[src/rtl/grf_commit_pkg.sv]
// Shared constants and types for the commit register file and its trace queue.
package grf_commit_pkg;

  localparam int unsigned NUM_REGS = 32;
  localparam int unsigned REG_ZERO = 0;
  localparam int unsigned AW       = 5;
  localparam int unsigned DW       = 32;

  typedef logic [AW-1:0] reg_addr_t;
  typedef logic [DW-1:0] word_t;

  // One retired write-back as seen by the trace monitor.
  typedef struct packed {
    word_t     pc;
    reg_addr_t addr;
    word_t     data;
  } trace_entry_t;

  // A write-back only counts as a commit when it targets a real register.
  function automatic logic is_commit(input logic we, input reg_addr_t wa);
    return we && (wa != reg_addr_t'(REG_ZERO));
  endfunction

endpackage

[src/rtl/grf_commit_if.sv]
// Write-back, decode-read and commit-trace signals of grf_commit.
interface grf_commit_if import grf_commit_pkg::*; #(
  parameter int unsigned DEPTH = 4
) ();

  localparam int unsigned CW = $clog2(DEPTH) + 1;

  logic          we;
  reg_addr_t     wa;
  word_t         wd;
  word_t         w_pc;
  reg_addr_t     ra1;
  reg_addr_t     ra2;
  word_t         rd1;
  word_t         rd2;
  logic          trace_valid;
  logic          trace_ready;
  word_t         trace_pc;
  reg_addr_t     trace_addr;
  word_t         trace_data;
  logic [CW-1:0] trace_count;
  logic          trace_overflow;

  modport master (
    output we, wa, wd, w_pc, ra1, ra2, trace_ready,
    input  rd1, rd2, trace_valid, trace_pc, trace_addr, trace_data,
           trace_count, trace_overflow
  );

  modport slave (
    input  we, wa, wd, w_pc, ra1, ra2, trace_ready,
    output rd1, rd2, trace_valid, trace_pc, trace_addr, trace_data,
           trace_count, trace_overflow
  );

endinterface

[src/rtl/grf_commit_fifo.sv]
// Commit-trace queue: push, valid/ready pop, occupancy count, sticky overflow.
module commit_fifo #(
  parameter int unsigned WIDTH = 69,
  parameter int unsigned DEPTH = 4
) (
  input  logic                   clk_i,
  input  logic                   rst_i,
  input  logic                   push_i,
  input  logic [WIDTH-1:0]       push_data_i,
  input  logic                   pop_ready_i,
  output logic                   valid_o,
  output logic [WIDTH-1:0]       head_o,
  output logic [$clog2(DEPTH):0] count_o,
  output logic                   overflow_o
);

  localparam int unsigned PW = $clog2(DEPTH);
  localparam logic [PW:0] FULL_COUNT = DEPTH[PW:0];

  logic [WIDTH-1:0] mem_q [DEPTH];
  logic [PW-1:0]    wr_ptr_q, wr_ptr_d;
  logic [PW-1:0]    rd_ptr_q, rd_ptr_d;
  logic [PW:0]      count_q, count_d;
  logic             ovf_q, ovf_d;
  logic             full, pop, push_ok;

  // Next-state: a pop frees a slot in the same cycle, so push+pop when full is accepted.
  always_comb begin
    full     = (count_q == FULL_COUNT);
    pop      = (count_q != '0) && pop_ready_i;
    push_ok  = push_i && (!full || pop);
    wr_ptr_d = wr_ptr_q;
    rd_ptr_d = rd_ptr_q;
    count_d  = count_q;
    ovf_d    = ovf_q;
    if (push_ok) wr_ptr_d = wr_ptr_q + 1'b1;
    if (pop)     rd_ptr_d = rd_ptr_q + 1'b1;
    case ({push_ok, pop})
      2'b10:   count_d = count_q + 1'b1;
      2'b01:   count_d = count_q - 1'b1;
      default: count_d = count_q;
    endcase
    if (push_i && !push_ok) ovf_d = 1'b1;
  end

  // Pointer, occupancy and overflow state.
  always_ff @(posedge clk_i or posedge rst_i) begin
    if (rst_i) begin
      wr_ptr_q <= '0;
      rd_ptr_q <= '0;
      count_q  <= '0;
      ovf_q    <= 1'b0;
    end else begin
      wr_ptr_q <= wr_ptr_d;
      rd_ptr_q <= rd_ptr_d;
      count_q  <= count_d;
      ovf_q    <= ovf_d;
    end
  end

  // Entry storage; contents are only visible through the valid-gated head.
  always_ff @(posedge clk_i) begin
    if (push_ok && !rst_i) mem_q[wr_ptr_q] <= push_data_i;
  end

  assign valid_o    = (count_q != '0);
  assign head_o     = valid_o ? mem_q[rd_ptr_q] : '0;
  assign count_o    = count_q;
  assign overflow_o = ovf_q;

endmodule

[src/rtl/grf_commit.sv]
// 32x32 general register file with same-cycle write-back bypass and a commit trace queue.
module grf_commit import grf_commit_pkg::*; #(
  parameter int unsigned DEPTH = 4
) (
  input logic         clk,
  input logic         reset,
  grf_commit_if.slave bus
);

  localparam int unsigned CW = $clog2(DEPTH) + 1;

  word_t         regs_q [NUM_REGS];
  logic          commit;
  word_t         rd1, rd2;
  trace_entry_t  push_entry, head;
  logic [CW-1:0] count;
  logic          valid, overflow;

  assign commit     = is_commit(bus.we, bus.wa);
  assign push_entry = '{pc: bus.w_pc, addr: bus.wa, data: bus.wd};

  // Register write on commit; $0 is never a commit target so it stays zero.
  always_ff @(posedge clk or posedge reset) begin
    if (reset) begin
      for (int unsigned i = 0; i < NUM_REGS; i++) regs_q[i] <= '0;
    end else if (commit) begin
      regs_q[bus.wa] <= bus.wd;
    end
  end

  // Decode reads: $0 forced to zero, otherwise the in-flight write-back wins over the array.
  always_comb begin
    rd1 = regs_q[bus.ra1];
    rd2 = regs_q[bus.ra2];
    if (bus.we && (bus.wa == bus.ra1)) rd1 = bus.wd;
    if (bus.we && (bus.wa == bus.ra2)) rd2 = bus.wd;
    if (bus.ra1 == reg_addr_t'(REG_ZERO)) rd1 = '0;
    if (bus.ra2 == reg_addr_t'(REG_ZERO)) rd2 = '0;
  end

  commit_fifo #(
    .WIDTH ($bits(trace_entry_t)),
    .DEPTH (DEPTH)
  ) u_fifo (
    .clk_i       (clk),
    .rst_i       (reset),
    .push_i      (commit),
    .push_data_i (push_entry),
    .pop_ready_i (bus.trace_ready),
    .valid_o     (valid),
    .head_o      (head),
    .count_o     (count),
    .overflow_o  (overflow)
  );

  assign bus.rd1            = rd1;
  assign bus.rd2            = rd2;
  assign bus.trace_valid    = valid;
  assign bus.trace_pc       = head.pc;
  assign bus.trace_addr     = head.addr;
  assign bus.trace_data     = head.data;
  assign bus.trace_count    = count;
  assign bus.trace_overflow = overflow;

endmodule

[src/flat_wrapper.sv]
// flat-port wrapper written by rule: the top's interface ports become plain ports
module grf_commit_flat import grf_commit_pkg::*;
#(
  parameter int unsigned DEPTH = 4
)
  (clk, reset, bus_we, bus_wa, bus_wd, bus_w_pc, bus_ra1, bus_ra2, bus_trace_ready, bus_rd1, bus_rd2, bus_trace_valid, bus_trace_pc, bus_trace_addr, bus_trace_data, bus_trace_count, bus_trace_overflow);
  grf_commit_if #(.DEPTH(DEPTH)) bus_i ();
  input logic clk;
  input logic reset;
  input wire logic [$bits(bus_i.we)-1:0] bus_we;
  input wire logic [$bits(bus_i.wa)-1:0] bus_wa;
  input wire logic [$bits(bus_i.wd)-1:0] bus_wd;
  input wire logic [$bits(bus_i.w_pc)-1:0] bus_w_pc;
  input wire logic [$bits(bus_i.ra1)-1:0] bus_ra1;
  input wire logic [$bits(bus_i.ra2)-1:0] bus_ra2;
  input wire logic [$bits(bus_i.trace_ready)-1:0] bus_trace_ready;
  output wire logic [$bits(bus_i.rd1)-1:0] bus_rd1;
  output wire logic [$bits(bus_i.rd2)-1:0] bus_rd2;
  output wire logic [$bits(bus_i.trace_valid)-1:0] bus_trace_valid;
  output wire logic [$bits(bus_i.trace_pc)-1:0] bus_trace_pc;
  output wire logic [$bits(bus_i.trace_addr)-1:0] bus_trace_addr;
  output wire logic [$bits(bus_i.trace_data)-1:0] bus_trace_data;
  output wire logic [$bits(bus_i.trace_count)-1:0] bus_trace_count;
  output wire logic [$bits(bus_i.trace_overflow)-1:0] bus_trace_overflow;
  assign bus_i.we = bus_we;
  assign bus_i.wa = bus_wa;
  assign bus_i.wd = bus_wd;
  assign bus_i.w_pc = bus_w_pc;
  assign bus_i.ra1 = bus_ra1;
  assign bus_i.ra2 = bus_ra2;
  assign bus_i.trace_ready = bus_trace_ready;
  assign bus_rd1 = bus_i.rd1;
  assign bus_rd2 = bus_i.rd2;
  assign bus_trace_valid = bus_i.trace_valid;
  assign bus_trace_pc = bus_i.trace_pc;
  assign bus_trace_addr = bus_i.trace_addr;
  assign bus_trace_data = bus_i.trace_data;
  assign bus_trace_count = bus_i.trace_count;
  assign bus_trace_overflow = bus_i.trace_overflow;
  grf_commit #(.DEPTH(DEPTH)) u_core (.clk(clk), .reset(reset), .bus(bus_i));
endmodule
[config.mk]
export PLATFORM = sky130hd
export DESIGN_NAME = grf_commit_flat
export DESIGN_NICKNAME = d
export VERILOG_FILES = /design/src/rtl/grf_commit_pkg.sv /design/src/rtl/grf_commit_if.sv /design/src/rtl/grf_commit_fifo.sv /design/src/rtl/grf_commit.sv /design/src/flat_wrapper.sv
export SDC_FILE = /design/constraint.sdc
export NUM_CORES = 2
export LEC_CHECK = 0
export CAP_MARGIN = 20
export CORE_UTILIZATION = 62
export DETAILED_ROUTE_END_ITERATION = 7
export PLACE_DENSITY = 0.81
export SYNTH_ARGS = -nofsm -noshare
export SYNTH_HDL_FRONTEND = slang
export SYNTH_SLANG_ARGS = --single-unit
[constraint.sdc]
create_clock -name clk -period 50.7 [get_ports clk]
set_input_delay 10.14 -clock clk [delete_from_list [all_inputs] [get_ports clk]]
set_output_delay 10.14 -clock clk [all_outputs]
set_load 0.02 [all_outputs]
==> flow_summary.toml <==
[outcome]
status = "completed"

[worst_setup_path]
max_stage_delay_ns = 0.61
crit_top_cell = "buf_4"
required_ns = 40.56
cp_cell_sequence = "buf_2, buf_4, buf_4, inv_1, buf_4, nor2_4, buf_4, a22oi_1, a21oi_1, a221o_1, clkdlybuf4s50_1"
r2r_setup_slack_ns = 47.95
cp_slowest_cell = "buf_4"
crit_type = "primary input to output port"
start_kind = "primary input"
path_max_fanout = 32
crit_arrival_ns = 14.45
crit_path_end_kind = "output port"
rr_worst_depth = 6
timing.rr.end = "u_core.u_fifo.mem_q[2][40]$_DFFE_PP_"
worstReg2RegStart = "u_core.u_fifo.count_o[0]$_DFFE_PP0P_"

[clocking]
clkTransAtPathRegs_ns = 0.05
h-tree-depth = 4
numCtsBuffers = 134
clk_latency_ns = 0.76
root_buffer = "clkbuf_16"
cts_tree = "yes"
hold_buffers = 0
cts.sink_count = 1308
cts-resized-gates = 0
postCtsSetupBuffers = 0
clk_path_buf_depth = 3

[floorplan]
start_util_pct = 62.51
fp.dieH_um = 327.6
design.die.area_mm2 = 0.1073
dieWidth_um = 327.6
coreArea_mm2 = 0.1051
num_rows = 119
pin_count = 221

[synthesis]
ys_seq_area_share_pct = 51.91
synth_top_family_by_area = "multiplexers"
ys_ff_latch = 1308
yosysWarnings = 0
synth_top_area_share_pct = 39.30
synth.net_count = 4353
synth-compound-area-share_pct = 4.844
synth_xor_area_share_pct = 0.1999
yosys.cell_types.count = 60
synthFlopType = "dfrtp_1"
synth_simple_gate_area_share_pct = 2.635
synth_common_cells = "dfrtp_1 (1032), mux2_2 (991), mux4_2 (486)"
synthMuxAreaShare_pct = 37.04
syn_area_mm2 = 0.06571
ys_async_sr_fraction_pct = 78.90
yosysMostFrequentCell = "dfrtp_1"
synth_edf_count = 276
netlist_top_cells_area = "dfrtp_1 (39%), mux2_2 (17%), mux4_2 (17%)"
synth_area_leader_cell = "dfrtp_1"
syn_inst = 4265
syn_avg_cell_area_um2 = 15.41
synth-adder-area-share_pct = 0.1066

[pwr]
sw_frac_of_total_pct = 28.59
irDropWorstVdd_v = 0.00004336
clockPowerShare_pct = 31.4
power_mw = 3.204
power.density_mw_per_mm2 = 43.66
p_leak_nw = 30.48
p_int_mw = 2.288
p_sw_mw = 0.9161
power_frac_comb_pct = 24.8
power_frac_seq_pct = 43.8

[layout]
drive_gt1_share_pct = 43.35
instances_no_fill = 5790
utilization_pct = 69.80
synthToLayoutAreaGrowth_pct = 11.66
finalInstanceArea_mm2 = 0.07338
layout.nets = 4382

[drt]
ant_nets = 0
dr.pass1.iters = 6
vias = 42790
drc = 0
viasPerCell = 7.389
routed_wl_mm = 195.6
wl_per_cell_um = 33.79
drtIter0Drc = 5888

[timing]
rsz0062_at_grt = "no"
min_period_ns = 24.59
holdWs_ns = 0.3985
slew_violations = 0
post-route-period-util_pct = 48.50
final.setup.worst_slack_ns = 26.11
fin_skew_ns = 0.02195
worst_pin_slew_ns = 1.230
finalSetupViolations = 0
hold_viol_final = 0
tns_ns = 0
fmax_mhz = 40.67
max_slew_margin_pct = 17.81

[job]
drv_cap = 0

[placement]
post-place-cells = 5545
placed_area_mm2 = 0.06881
hpwl_mm = 107.1
portBuffers = 220
pre_cts_slack_ns = 26.17
gp_congestion = 0.8583

[global_route]
grt_max_degree = 180
grt_overflow = 0
groute.usage.overall_pct = 36.99
grt_pass1_wl_mm = 288.6
grt_pass1_vias = 42990
antenna_found_initial = 11

[min_path]
whs_path_depth = 0
min_to = "u_core.regs_q[999]$_DFFE_PP0P_"
holdCritStartpoint = "u_core.regs_q[999]$_DFFE_PP0P_"
hp-class = "flop to flop"
## final cells by class
cell class,count,area (um^2)
Multi-Input combinational cell,2489,29690
Clock inverter,47,523.0
Antenna cell,2,5.005
Clock buffer,192,3939
Timing Repair Buffer,353,3319
Sequential cell,1308,34120
Inverter,8,37.54
Tap cell,1391,1740
Fill cell,6728,31740
## critical path: cells and delay by family
family / cells / cell delay, ns
compound gates: 3 / 0.99
buf+inv: 7 / 2.70
simple gates: 1 / 0.50
## state kept, by name (all words and copies together), names as in the netlist
signal                    flops
u_core.u_fifo.mem_q         276
u_core.regs_q              1024
u_core.u_fifo.rd_ptr_q        2
u_core.u_fifo.count_o         3
u_core.u_fifo.overflow_o      1
u_core.u_fifo.wr_ptr_q        2
## cell families (layout without fill, tap and decap cells)
kind of cell | Yosys count | in the layout
XOR/XNOR | 15 | 15
multiplexers | 1700 | 1700
AO/OA/AOI/OAI | 429 | 429
adder cells (fa/ha/maj) | 5 | 5
buffers and inverters | 468 | 600
AND/OR/NAND/NOR | 340 | 340
other | 0 | 2
flip-flops | 1308 | 1308
## per-layer routing
layer,part of all wire (%),routed length [um],global-route usage (%),up-vias
met4,5.1,9965,16.98,10
met3,13,24900,10.68,646
met5,0.033,65,0,-
met2,45,87950,54.22,3058
met1,37,72750,51.67,22400
li1,-,-,-,16680
## worst max-delay path by stage
stage | start | endpoint | slack, ns | depth (start not counted)
floorplan | reset | u_core.regs_q[0]$_DFFE_PP0P_ | 11.52 | 1
global placement | bus_ra2[0] | bus_rd2[31] | 26.16 | 8
detailed placement | bus_ra2[0] | bus_rd2[0] | 26.17 | 8
CTS | bus_ra2[0] | bus_rd2[0] | 26.19 | 8
global route | bus_ra1[0] | bus_rd1[15] | 25.84 | 9
finish | bus_ra2[2] | bus_rd2[21] | 26.11 | 11
## power groups by stage
stage          combinational, mW  sequential, mW  clock, mW
2_1_floorplan              0.573            1.36          0
3_3_place_gp               0.769            1.40          0
3_5_place_dp               0.789            1.41          0
4_1_cts                    0.794            1.40       1.01
5_1_grt                    0.841            1.42       1.05
6_report                   0.795            1.40       1.01
## cell usage in the layout (no fill, tap or decap), drive strengths merged, types with 15 or more instances in the layout
cell,instances
a221oi,15
clkinv,30
a221o,18
edfxtp,276
o22ai,26
o221a,20
nor2,34
a21oi,46
clkdlybuf4s50,212
o211ai,36
mux4,486
nand2,114
nand3,63
xnor2,15
mux2,996
buf,140
clkbuf,193
dfrtp,1032
o21ai,28
a22oi,191
mux2i,218
and2,76
Note: power is estimated with default switching activity, not from simulation.
